`src/rtl/div_unit_if.sv`:
```
// Request/response bundle between the EX stage and the multi-cycle divider.
// The EX stage uses the master side; the divider uses the slave side.
interface div_unit_if #(
  parameter int DATA_WIDTH = 32
);
  logic                      start;
  logic                      signed_div;
  logic                      annul;
  logic [DATA_WIDTH-1:0]     dividend;
  logic [DATA_WIDTH-1:0]     divisor;
  logic [2*DATA_WIDTH-1:0]   result;
  logic                      ready;
  logic                      stall_request;

  modport master (
    output start, signed_div, annul, dividend, divisor,
    input  result, ready, stall_request
  );

  modport slave (
    input  start, signed_div, annul, dividend, divisor,
    output result, ready, stall_request
  );
endinterface

```
`src/rtl/div_unit.sv`:
```
// Multi-cycle radix-2 restoring divider for DIV/DIVU.
// The result is {remainder, quotient}, which feeds the HI/LO write path.
// Signed division runs on magnitudes; the signs are fixed up on the way out.
module div_unit #(
  parameter int DATA_WIDTH = 32
) (
  input logic       clk,
  input logic       reset,
  div_unit_if.slave bus
);

  localparam int CNT_W = $clog2(DATA_WIDTH + 1);
  localparam logic [CNT_W-1:0] CNT_LAST = CNT_W'(DATA_WIDTH);

  typedef enum logic [1:0] {IDLE, DIV_ZERO, RUN, DONE} state_t;

  state_t                  state;
  state_t                  state_next;
  logic [CNT_W-1:0]        counter;
  logic [DATA_WIDTH-1:0]   rem;
  logic [DATA_WIDTH-1:0]   quo;
  logic [DATA_WIDTH-1:0]   dvs;
  logic                    q_neg;
  logic                    r_neg;
  logic [2*DATA_WIDTH-1:0] result;
  logic                    ready;

  logic [DATA_WIDTH:0]     rem_shift;
  logic [DATA_WIDTH:0]     rem_diff;
  logic [DATA_WIDTH-1:0]   dividend_abs;
  logic [DATA_WIDTH-1:0]   divisor_abs;
  logic [DATA_WIDTH-1:0]   quo_fixed;
  logic [DATA_WIDTH-1:0]   rem_fixed;

  // Operand magnitudes, one trial subtraction step, and the final sign fix.
  always_comb begin
    dividend_abs = (bus.signed_div && bus.dividend[DATA_WIDTH-1]) ? -bus.dividend : bus.dividend;
    divisor_abs  = (bus.signed_div && bus.divisor[DATA_WIDTH-1])  ? -bus.divisor  : bus.divisor;
    rem_shift    = {rem, quo[DATA_WIDTH-1]};
    rem_diff     = rem_shift - {1'b0, dvs};
    quo_fixed    = q_neg ? -quo : quo;
    rem_fixed    = r_neg ? -rem : rem;
  end

  // State register; reset returns to IDLE from anywhere, including mid-division.
  always_ff @(posedge clk) begin
    if (reset) state <= IDLE;
    else       state <= state_next;
  end

  // Next-state logic; annul beats start and aborts any in-flight work.
  always_comb begin
    state_next = state;
    case (state)
      IDLE: begin
        if (bus.start && !bus.annul)
          state_next = (bus.divisor == '0) ? DIV_ZERO : RUN;
      end
      DIV_ZERO: state_next = bus.annul ? IDLE : DONE;
      RUN: begin
        if (bus.annul)               state_next = IDLE;
        else if (counter == CNT_LAST) state_next = DONE;
      end
      DONE: begin
        if (!bus.start || bus.annul) state_next = IDLE;
      end
      default: state_next = IDLE;
    endcase
  end

  // Datapath: latch operands, iterate one quotient bit per cycle, publish the result.
  always_ff @(posedge clk) begin
    if (reset) begin
      counter <= '0;
      rem     <= '0;
      quo     <= '0;
      dvs     <= '0;
      q_neg   <= 1'b0;
      r_neg   <= 1'b0;
      result  <= '0;
      ready   <= 1'b0;
    end else begin
      case (state)
        IDLE: begin
          ready <= 1'b0;
          if (state_next == RUN) begin
            counter <= '0;
            rem     <= '0;
            quo     <= dividend_abs;
            dvs     <= divisor_abs;
            q_neg   <= bus.signed_div & (bus.dividend[DATA_WIDTH-1] ^ bus.divisor[DATA_WIDTH-1]);
            r_neg   <= bus.signed_div & bus.dividend[DATA_WIDTH-1];
          end
        end
        DIV_ZERO: begin
          if (state_next == DONE) begin
            result <= '0;
            ready  <= 1'b1;
          end
        end
        RUN: begin
          if (state_next == DONE) begin
            result <= {rem_fixed, quo_fixed};
            ready  <= 1'b1;
          end else if (state_next == RUN) begin
            rem     <= rem_diff[DATA_WIDTH] ? rem_shift[DATA_WIDTH-1:0] : rem_diff[DATA_WIDTH-1:0];
            quo     <= {quo[DATA_WIDTH-2:0], ~rem_diff[DATA_WIDTH]};
            counter <= counter + CNT_W'(1);
          end
        end
        DONE: begin
          if (state_next == IDLE) ready <= 1'b0;
        end
        default: ready <= 1'b0;
      endcase
    end
  end

  assign bus.result        = result;
  assign bus.ready         = ready;
  assign bus.stall_request = bus.start & ~ready;

endmodule
```
`src/flat_wrapper.sv`:
```
// flat-port wrapper written by rule: the top's interface ports become plain ports
module div_unit_flat 
#(
  parameter int DATA_WIDTH = 32
)
  (clk, reset, bus_start, bus_signed_div, bus_annul, bus_dividend, bus_divisor, bus_result, bus_ready, bus_stall_request);
  div_unit_if #(.DATA_WIDTH(DATA_WIDTH)) bus_i ();
  input logic clk;
  input logic reset;
  input wire logic [$bits(bus_i.start)-1:0] bus_start;
  input wire logic [$bits(bus_i.signed_div)-1:0] bus_signed_div;
  input wire logic [$bits(bus_i.annul)-1:0] bus_annul;
  input wire logic [$bits(bus_i.dividend)-1:0] bus_dividend;
  input wire logic [$bits(bus_i.divisor)-1:0] bus_divisor;
  output wire logic [$bits(bus_i.result)-1:0] bus_result;
  output wire logic [$bits(bus_i.ready)-1:0] bus_ready;
  output wire logic [$bits(bus_i.stall_request)-1:0] bus_stall_request;
  assign bus_i.start = bus_start;
  assign bus_i.signed_div = bus_signed_div;
  assign bus_i.annul = bus_annul;
  assign bus_i.dividend = bus_dividend;
  assign bus_i.divisor = bus_divisor;
  assign bus_result = bus_i.result;
  assign bus_ready = bus_i.ready;
  assign bus_stall_request = bus_i.stall_request;
  div_unit #(.DATA_WIDTH(DATA_WIDTH)) u_core (.clk(clk), .reset(reset), .bus(bus_i));
endmodule
```
`config.mk`:
```
export PLATFORM = sky130hd
export DESIGN_NAME = div_unit_flat
export DESIGN_NICKNAME = d
export VERILOG_FILES = /design/src/rtl/div_unit_if.sv /design/src/rtl/div_unit.sv /design/src/flat_wrapper.sv
export SDC_FILE = /design/constraint.sdc
export NUM_CORES = 1
export LEC_CHECK = 0
export CAP_MARGIN = 5
export CORE_AREA = 2 2 143 180
export DETAILED_ROUTE_END_ITERATION = 8
export DIE_AREA = 0 0 145 182
export PLACE_DENSITY = 0.77
export SLEW_MARGIN = 20
export SYNTH_ARGS = -nofsm -noshare
export SYNTH_HDL_FRONTEND = slang
export SYNTH_SLANG_ARGS = --single-unit
```
`constraint.sdc`:
```
create_clock -name clk -period 3.63 [get_ports clk]
set_input_delay 0.5445 -clock clk [delete_from_list [all_inputs] [get_ports clk]]
set_output_delay 0.5445 -clock clk [all_outputs]
set_load 0.01 [all_outputs]
```
==> metrics, run 1 <==
synth warn=0; vias in the first global route=10300; Worst Setup SP=u_core.quo[31]; R2R depth=13; Tot GR Track Use=24.1%; Final Non-Filler Cells=1893; Synth cell types=82; HP Class=flop to flop; Area Growth Syn to Fin=21.8%; clk sink count=171; first-pass GRT wire length=52300 um; register area share after synthesis=31.3%; slowest stage cell on the critical path=fa_1; post-route ant nets=0; Via density=5.73; Hold WS=0.450 ns; largest net degree at the start of global routing=87; DR WL/cell=16.9 um; Yosys reg bits=171; drt total wl=32000 um; Clock Latency Late Sink=0.44 ns; Max clock buf depth=2; placement row count=65; Crit Path Category=flop to flop; die height=182 um; core region area=24800 sq um; GPL Wtd Cong=0.946; mapped cell area=11000 sq um; Worst Setup End Kind=flop; worst reg2reg startpoint=u_core.quo[31]; initial antenna violation count=0; DP Cell Count=1861; Leakage=4.97 nW; Max Freq=302 MHz; clock slew at reported path FFs=0.07 ns; total nets after synthesis=1542; Slew Limit Headroom=35.8%; Initial Util=44.2%; Pre-antenna DRT Iters=6; detailed-route via count=10900; reg2reg end=u_core.quo[0]; layout cells sized above 1=7.25%; Die Footprint=26400 sq um; root buf cell=clkbuf_16; Worst EP required=3.93 ns; worst slew pin tran=0.962 ns; Crit path top cell by count=nor2_1; peak supply drop=0.295 mV; Inserted Clock Buffers=17; Ports=135; Final Max Tran Viols=0; TritonCTS clock tree=yes; crit start category=flop; IO Port Bufs=134; Worst path max stage delay=0.40 ns; max_cap viols=0; fin crit period=3.31 ns; die span in x=145 um; unrepaired setup endpoints after global routing=no; Sum Neg Setup Slack=0 ns; total grt overflow=0; CP arrival=3.61 ns; worst setup path endpoint=u_core.quo[0]; Final Hold Fails=0; status=finished clean; htree depth=4; Syn Inst Count=1430; asr flop ratio synth=0%; final setup vio count=0; ANT cells=0; syn_area_per_cell=7.66 sq um; Synth Flop Type=dfxtp_1; clk_skew=0.0149 ns; Post-synth EDFFs=0; worst-path fanout max=11; reg2reg setup slack=0.32 ns; crit share post-route=91.2%; DRT iter0 DRCs=824; DRC Markers=0; CP cell instances=inv_1 > ha_1 > fa_1 > nor2b_1 > o211ai_1 > a31oi_1 > o221ai_2 > and3_1 > o221ai_4 > buf_4 > nor2_1 > a221oi_1 > nor2_1; HPWL after DPL=24300 um; P per Cell Area=530 nW/um^2; Layout Nets=1657
## worst min path at each step
stage,from,end,slack [ns],cells past startpoint
6_report,u_core.bus.result[60],u_core.bus.result[60],0.45,2
5_1_grt,u_core.bus.result[16],u_core.bus.result[16],0.47,2
4_1_cts,u_core.bus.result[60],u_core.bus.result[60],0.45,2
3_5_place_dp,u_core.bus.result[60],u_core.bus.result[60],0.44,2
3_3_place_gp,u_core.bus.result[4],u_core.bus.result[4],0.44,2
2_1_floorplan,u_core.dvs[20],u_core.dvs[20],0.43,2
## synth_stat cells, drive strengths merged (13+ instances only)
master  number  area, sq um
dfxtp      171         3420
a211oi      30          225
buf         15         80.1
o31ai       25          193
xnor2       94          823
a21oi      146          738
nand3       77          395
nand2      182          686
or3         18          113
xor2        54          473
nor3        27          135
nor2       129          492
o41ai       13          114
a222oi      19          190
ha          42          526
inv         54          203
nor4        13          118
clkbuf      67          253
o21ai       94          478
## state kept, by name (all words and copies together) (netlist names)
signal	flops
u_core.bus.ready	1
u_core.quo	32
u_core.bus.result	64
u_core.state	2
u_core.counter	6
u_core.r_neg	1
u_core.q_neg	1
u_core.rem	32
u_core.dvs	32
## layout make-up
type	count	area [sq um]
inverter	54	203
timing repair buffer	178	1690
clock inverter	12	114
tap	335	419
multi-input combinational	1123	7030
clock buffer	20	457
fill	2310	11500
sequential	171	3420
## per-layer routing
layer / vias to the layer above / track usage, % / wire length [um]
li1: 5331 / - / -
met1: 5131 / 27.1 / 12800
met2: 328 / 45.7 / 16700
met3: 60 / 3.34 / 1460
met4: 0 / 9.31 / 983
met5: - / 0 / 0
## cell usage in the layout, fill, tap and decap left out, types with 43 or more instances in the layout
cell	count
xor2_1	54
nor2_1	128
xnor2_1	94
buf_4	43
a21oi_1	144
dfxtp_1	171
o21ai_0	83
clkdlybuf4s50_1	133
inv_1	54
nand3_1	75
nand2_1	181
## cells by family after synthesis
family / synth area share, %
buffers and inverters: 4.89
AO/OA/AOI/OAI: 23.9
flip-flops: 31.3
AND/OR/NAND/NOR: 22.5
adder cells (fa/ha/maj): 4.98
multiplexers: 0.640
XOR/XNOR: 11.8
## timing repair
action / in CTS / in global routing
setup buffers: 0 / 0
hold buffers: 0 / 0
setup endpoints to repair: 0 / 2
gates resized for setup: 0 / 2
endpoints found under the hold margin: 0 / 0
## critical path, delay by kind of cell, from the launching register on
kind / cells / cell delay (ns)
fa+ha+maj: 2 / 0.67
flops: 1 / 0.33
compound gates: 5 / 1.23
simple gates: 4 / 0.61
buf+inv: 2 / 0.33
## power by group
part           switching (mW)  internal [mW]  total [mW]
sequential              0.208           2.07        2.28
clock                   0.804          0.990        1.79
combinational            1.84           1.16        3.00
total                    2.86           4.22        7.08
## through the flow
step / total power [mW] / utilization (%) / worst slack [ns] / cell area (sq um)
5_1_grt: 7.48 / 53.8 / 0.0947 / 13300
3_3_place_gp: 5.20 / 51.4 / 0.191 / 12800
4_1_cts: 7.04 / 53.7 / 0.230 / 13300
2_1_floorplan: 4.39 / - / 0.623 / 11000
6_report: 7.08 / 53.8 / 0.318 / 13300
3_5_place_dp: 5.26 / 51.4 / 0.117 / 12800
No activity file was read; power rests on OpenSTA's default activity.
==> inputs of run 2 (changes only) <==
--- a/config.mk
+++ b/config.mk
@@ -9,6 +9,7 @@
 export CORE_AREA = 2 2 143 180
 export DETAILED_ROUTE_END_ITERATION = 8
 export DIE_AREA = 0 0 145 182
+export HOLD_SLACK_MARGIN = 0.1
 export PLACE_DENSITY = 0.77
 export SLEW_MARGIN = 20
 export SYNTH_ARGS = -nofsm -noshare
==> results of run 2 <==
The final DEF is identical to that of run 1; final timing and power are the same.
==> variant 1 (flow settings as in run 1) <==
Re-encode `state_t` (4 states) as one-hot, 4 bits wide.
--- a/src/rtl/div_unit.sv
+++ b/src/rtl/div_unit.sv
@@ -14,3 +14,3 @@
 
-  typedef enum logic [1:0] {IDLE, DIV_ZERO, RUN, DONE} state_t;
+  typedef enum logic [3:0] {IDLE = 4'b0001, DIV_ZERO = 4'b0010, RUN = 4'b0100, DONE = 4'b1000} state_t;
 
Behaviour: no difference found for any inputs over 4 cycles, from zero or initial values and one cycle with reset high; so few cycles prove little.
==> variant 1 against run 1 <==
- area after synthesis grew 0.48%
- critical path depth is the same
- clock skew shrank 1.5 ps
- core utilization grew 0.58 points
- worst setup slack lost 18 ps
- sequential cell count grew 2
- cell area grew 1.1%
- first-iteration DRC count shrank 7.6%
- die area is the same
- routed wire length shrank 1.9%
- non-clock buffer count grew 2
- largest cell class unchanged
Power is not compared: it rests on default switching activity, and its combinational part moved more than twofold at a synthesized area within 25%.
==> variant 1: results (changes against run 1) <==
status:
  status: "finished clean"
placement:
  placed_cells: 1860  # -0.054%
  post-dp-hpwl_mm: 24.0  # -0.99%
  dpl_worst_slack_ps: 84.9  # -31.9 ps
  gp_congestion: 0.959  # +1.4%
  io_buffers: 134  # unchanged
synth:
  synth_cell_types: 73  # -11%
  synth.avg_cell_area_um2: 7.69  # +0.41%
  syn_nets: 1539  # -0.19%
  synth_seq_area_share_pct: 31.5  # +0.21 points
  synthTopCellsByArea: "dfxtp_1, xnor2_1, nor2_1"
  synth_common_cells: "dfxtp_1, nor2_1, nand2_1"
global_routing:
  grt_pass1_wl_mm: 50.9  # -2.7%
  grt_max_degree: 80  # -8.0%
  grt_usage_pct: 23.5  # -0.55 points
  met2_usage_pct: 42.2  # -3.5 points
  grt_pass1_vias: 10000  # -2.4%
  grtUsageMet3_pct: 3.92  # +0.58 points
routing:
  met3_length_mm: 1.41  # -3.9%
  initialDrtViolationCount: 761  # -7.6%
  vias_per_cell: 5.61  # -2.2%
  totalWireLength_mm: 31.4  # -1.9%
  wire_per_inst_um: 16.6  # -1.9%
  met1Wirelength_mm: 13.0  # +1.3%
  wl_met2_mm: 15.8  # -5.6%
  firstDrtPassIters: 5  # -1
layout:
  largest_reg_flops: 64  # unchanged
  final_core_util_pct: 54.4  # +0.58 points
  n_antenna_cell: 0  # unchanged
  fin_nets: 1652  # -0.30%
  seq_cell_count: 173  # +1.2%
  multiInputCombCellCount: 1117  # -0.53%
  buffers: 180  # +1.1%
  inv_count: 55  # +1.9%
  drive_gt1_share_pct: 6.49  # -0.77 points
  sh_seq_area_pct: 25.7  # about the same
  regArea_mm2: 0.00346  # +1.2%
  bufAreaShareNonClock_pct: 12.8  # +0.12 points
  n_fill_cell: 2293  # -0.74%
  clock_area_share_pct: 4.62  # +0.34 points
  multiInputGateArea_mm2: 0.00704  # +0.18%
sta:
  skew_ps: 13.3  # -1.51 ps
  tightest_slew_ps: 851  # -111 ps
setup_path:
  crit_arrival_ps: 3700  # +90 ps
  path_max_fanout: 15  # +4
clock_network:
  numCtsBuffers: 17  # unchanged
hold_path:
  hold_class: "flip-flop to flip-flop"
-- variant 1: cell types whose count changed after synthesis, sizes merged, moves of 18 or more --
cell / delta
nand2: -32
a22oi: +21
nand3: -46
nor2: +37
a21oi: -43
o211ai: +18
mux2i: +25
a222oi: -19
-- variant 1: critical path: stages, from the launching register on --
cell and delay (ps):
dfxtp_1 310, inv_1 80, ha_1 220, fa_1 390
nand2b_1 190, a21oi_2 180, o21a_1 180, o211a_1 190
o2111ai_1 190, a21o_1 290, a211oi_4 390, buf_8 230
mux2_1 330, o21ai_1 110
-- variant 1: kinds of logic after synthesis --
family	after synthesis	synth area share, %
flops	173	31.5
fa+ha+maj	39	4.50
mux	34	3.12
simple gates	509	21.6
compound gates	393	23.1
buf+inv	141	4.90
xor+xnor	142	11.3
-- variant 1: timing repair --
| action | in CTS | in global routing |
|---|---|---|
| endpoints found under the hold margin | 0 | 0 |
| resized for setup | 0 | 3 |
| setup endpoints to repair | 0 | 2 |
-- variant 1: final timing paths --
kind                                            from                                 end  cells past startpoint  slack [ps]
hold / removal    u_core.bus.result[61]$_SDFFE_PP0P_  u_core.bus.result[61]$_SDFFE_PP0P_                      2         440
setup reg to reg         u_core.quo[31]$_SDFFE_PP0P_          u_core.rem[1]$_SDFFE_PP0P_                     13         300
setup / recovery         u_core.quo[31]$_SDFFE_PP0P_          u_core.rem[1]$_SDFFE_PP0P_                     13         300
hold reg to reg   u_core.bus.result[61]$_SDFFE_PP0P_  u_core.bus.result[61]$_SDFFE_PP0P_                      2         440
-- variant 1: power breakdown --
group / switching, µW / internal [µW]
clock network: 830 / 1120
logic: 443 / 342
registers: 54.4 / 1950
total: 1330 / 3410
==> variant 2 (config.mk and constraints of run 1) <==
Made on the original files. `DATA_WIDTH` is set to 32 in 3 places; all go to 16.
--- a/src/rtl/div_unit_if.sv
+++ b/src/rtl/div_unit_if.sv
@@ -3,3 +3,3 @@
 interface div_unit_if #(
-  parameter int DATA_WIDTH = 32
+  parameter int DATA_WIDTH = 16
 );
--- a/src/rtl/div_unit.sv
+++ b/src/rtl/div_unit.sv
@@ -4,3 +4,3 @@
 module div_unit #(
-  parameter int DATA_WIDTH = 32
+  parameter int DATA_WIDTH = 16
 ) (
--- a/src/flat_wrapper.sv
+++ b/src/flat_wrapper.sv
@@ -3,3 +3,3 @@
 #(
-  parameter int DATA_WIDTH = 32
+  parameter int DATA_WIDTH = 16
 )
Ports: changed (resized bus_dividend, bus_divisor and bus_result); port bits go from 135 to 71. The function was not compared with the original's and may differ.
==> variant 2 against run 1 <==
- critical path depth is 2 lower
- clock power is 46% lower
- first-iteration DRC count fell by 43%
- worst setup slack improved by 190 ps
- sequential share of layout area down 0.56 points
- power decreased by 54%
- area after synthesis is 47% lower
- routed wire length down 51%
- count of clock-buffer cells in the layout shrank 10
- sequential cell count is 81 lower
- cell area shrank 46%
- global-route usage down 12 points
- core utilization shrank 25 points
- critical endpoint is now u_core.rem[15]$_SDFFE_PP0P_
- highest routed layer unchanged
==> variant 2: results (changes against run 1) <==
status:
  status: "finished clean"
pwr:
  power_frac_comb_pct: 34.8  # -7.6 points
  switching_share_pct: 35.3  # -5.0 points
  p_leak_uw: 0.00254  # -49%
  ir_drop_v: 0.000214  # -28%
  fin_total_pwr_uw: 3230  # -54%
  p_seq_share_pct: 35.1  # +2.9 points
routing:
  totalWireLength_mm: 15.7  # -51%
  vias: 5458  # -50%
  met1Wirelength_mm: 6.41  # -50%
  vias_per_cell: 4.82  # -16%
  met3_length_um: 796  # -46%
  wl_met2_mm: 7.88  # -53%
  initialDrtViolationCount: 466  # -43%
  firstDrtPassIters: 9  # +3
sta:
  skew_ps: 10.4  # -4.45 ps
  holdWs_ps: 450  # +0.0800 ps
  max_freq_ghz: 0.320  # +6.1%
  max_slew_margin_pct: 54.1  # +18 points
layout:
  largest_reg_flops: 32  # -50%
  fin_nets: 856  # -48%
  drive_gt1_share_pct: 5.65  # -1.6 points
  n_fill_cell: 2605  # +13%
placement:
  io_buffers: 70  # -48%
  post-dp-hpwl_mm: 12.1  # -50%
  placed_cells: 1116  # -40%
  dpl_cell_area_mm2: 0.00686  # -46%
  dpl_worst_slack_ps: 291  # +174 ps
  gp_congestion: 0.860  # -9.1%
setup_path:
  reg2reg_from: "u_core.quo[15]$_SDFFE_PP0P_"
  path_max_fanout: 10  # -1
  worstSetupPathType: "flip-flop to flip-flop"
  ff2ff_path_depth: 11  # -2
  crit_arrival_ps: 3350  # -260 ps
  crit_path_top_delay_cell: "o41ai_2"
  cp_slowest_stage_delay_ps: 490  # +90 ps
  r2r_setup_slack_ps: 510  # +190 ps
  r2r-end: "u_core.rem[15]$_SDFFE_PP0P_"
synth:
  synth_cell_types: 63  # -23%
  synth_seq_area_share_pct: 31.2  # -0.076 points
  syn_nets: 802  # -48%
  synthCells: 738  # -48%
  synthTopCellsByArea: "dfxtp_1, xnor2_1, ha_1"
  ys_warn_count: 0  # unchanged
  async_flop_share_pct: 0  # unchanged
  synth_common_cells: "dfxtp_1, nand2_1, nor2_1"
clock_network:
  insertion_delay_ps: 350  # -90 ps
  htree_num_levels: 3  # -1
  clkTransAtPathRegs_ps: 60
  numCtsBuffers: 9  # -8
global_routing:
  met2_usage_pct: 21.0  # -25 points
  met1_usage_pct: 12.9  # -14 points
  grt_pass1_wl_mm: 26.0  # -50%
  grtUsageMet3_pct: 2.81  # -0.53 points
  grt_pass1_vias: 5302  # -49%
  grt_max_degree: 42  # -52%
  grt_usage_pct: 11.8  # -12 points
hold_path:
  hold_start: "u_core.bus.result[29]$_SDFFE_PP0P_"
  whs_endpoint: "u_core.bus.result[29]$_SDFFE_PP0P_"
variant 2: changes by cell type after synthesis, sizes merged, moves of 11 or more:
cell | before | now
nand3 | 77 | 42
inv | 54 | 43
clkbuf | 67 | 35
xor2 | 54 | 14
a32oi | 12 | 0
o21ai | 94 | 42
or3 | 18 | 5
nor2 | 129 | 68
dfxtp | 171 | 90
xnor2 | 94 | 54
ha | 42 | 26
nand2 | 182 | 78
a21oi | 146 | 56
nor3 | 27 | 14
variant 2: cell type report:
type                       instances  area, µm²  share of cell area, %
multi-input combinational        562       3640                   50.7
inverter                          43        161                   2.25
clock buffer                      10        239                   3.33
clock inverter                     6       75.1                   1.05
sequential                        90       1800                   25.1
timing repair buffer              86        841                   11.7
tap                              335        419                   5.84
variant 2: kinds of logic after synthesis:
logic type	after synthesis	synth area share (%)
adder cells (fa/ha/maj)	27	5.98
flip-flops	90	31.2
multiplexers	15	2.60
buffers and inverters	86	5.95
AO/OA/AOI/OAI	193	22.3
XOR/XNOR	68	10.4
AND/OR/NAND/NOR	259	21.5
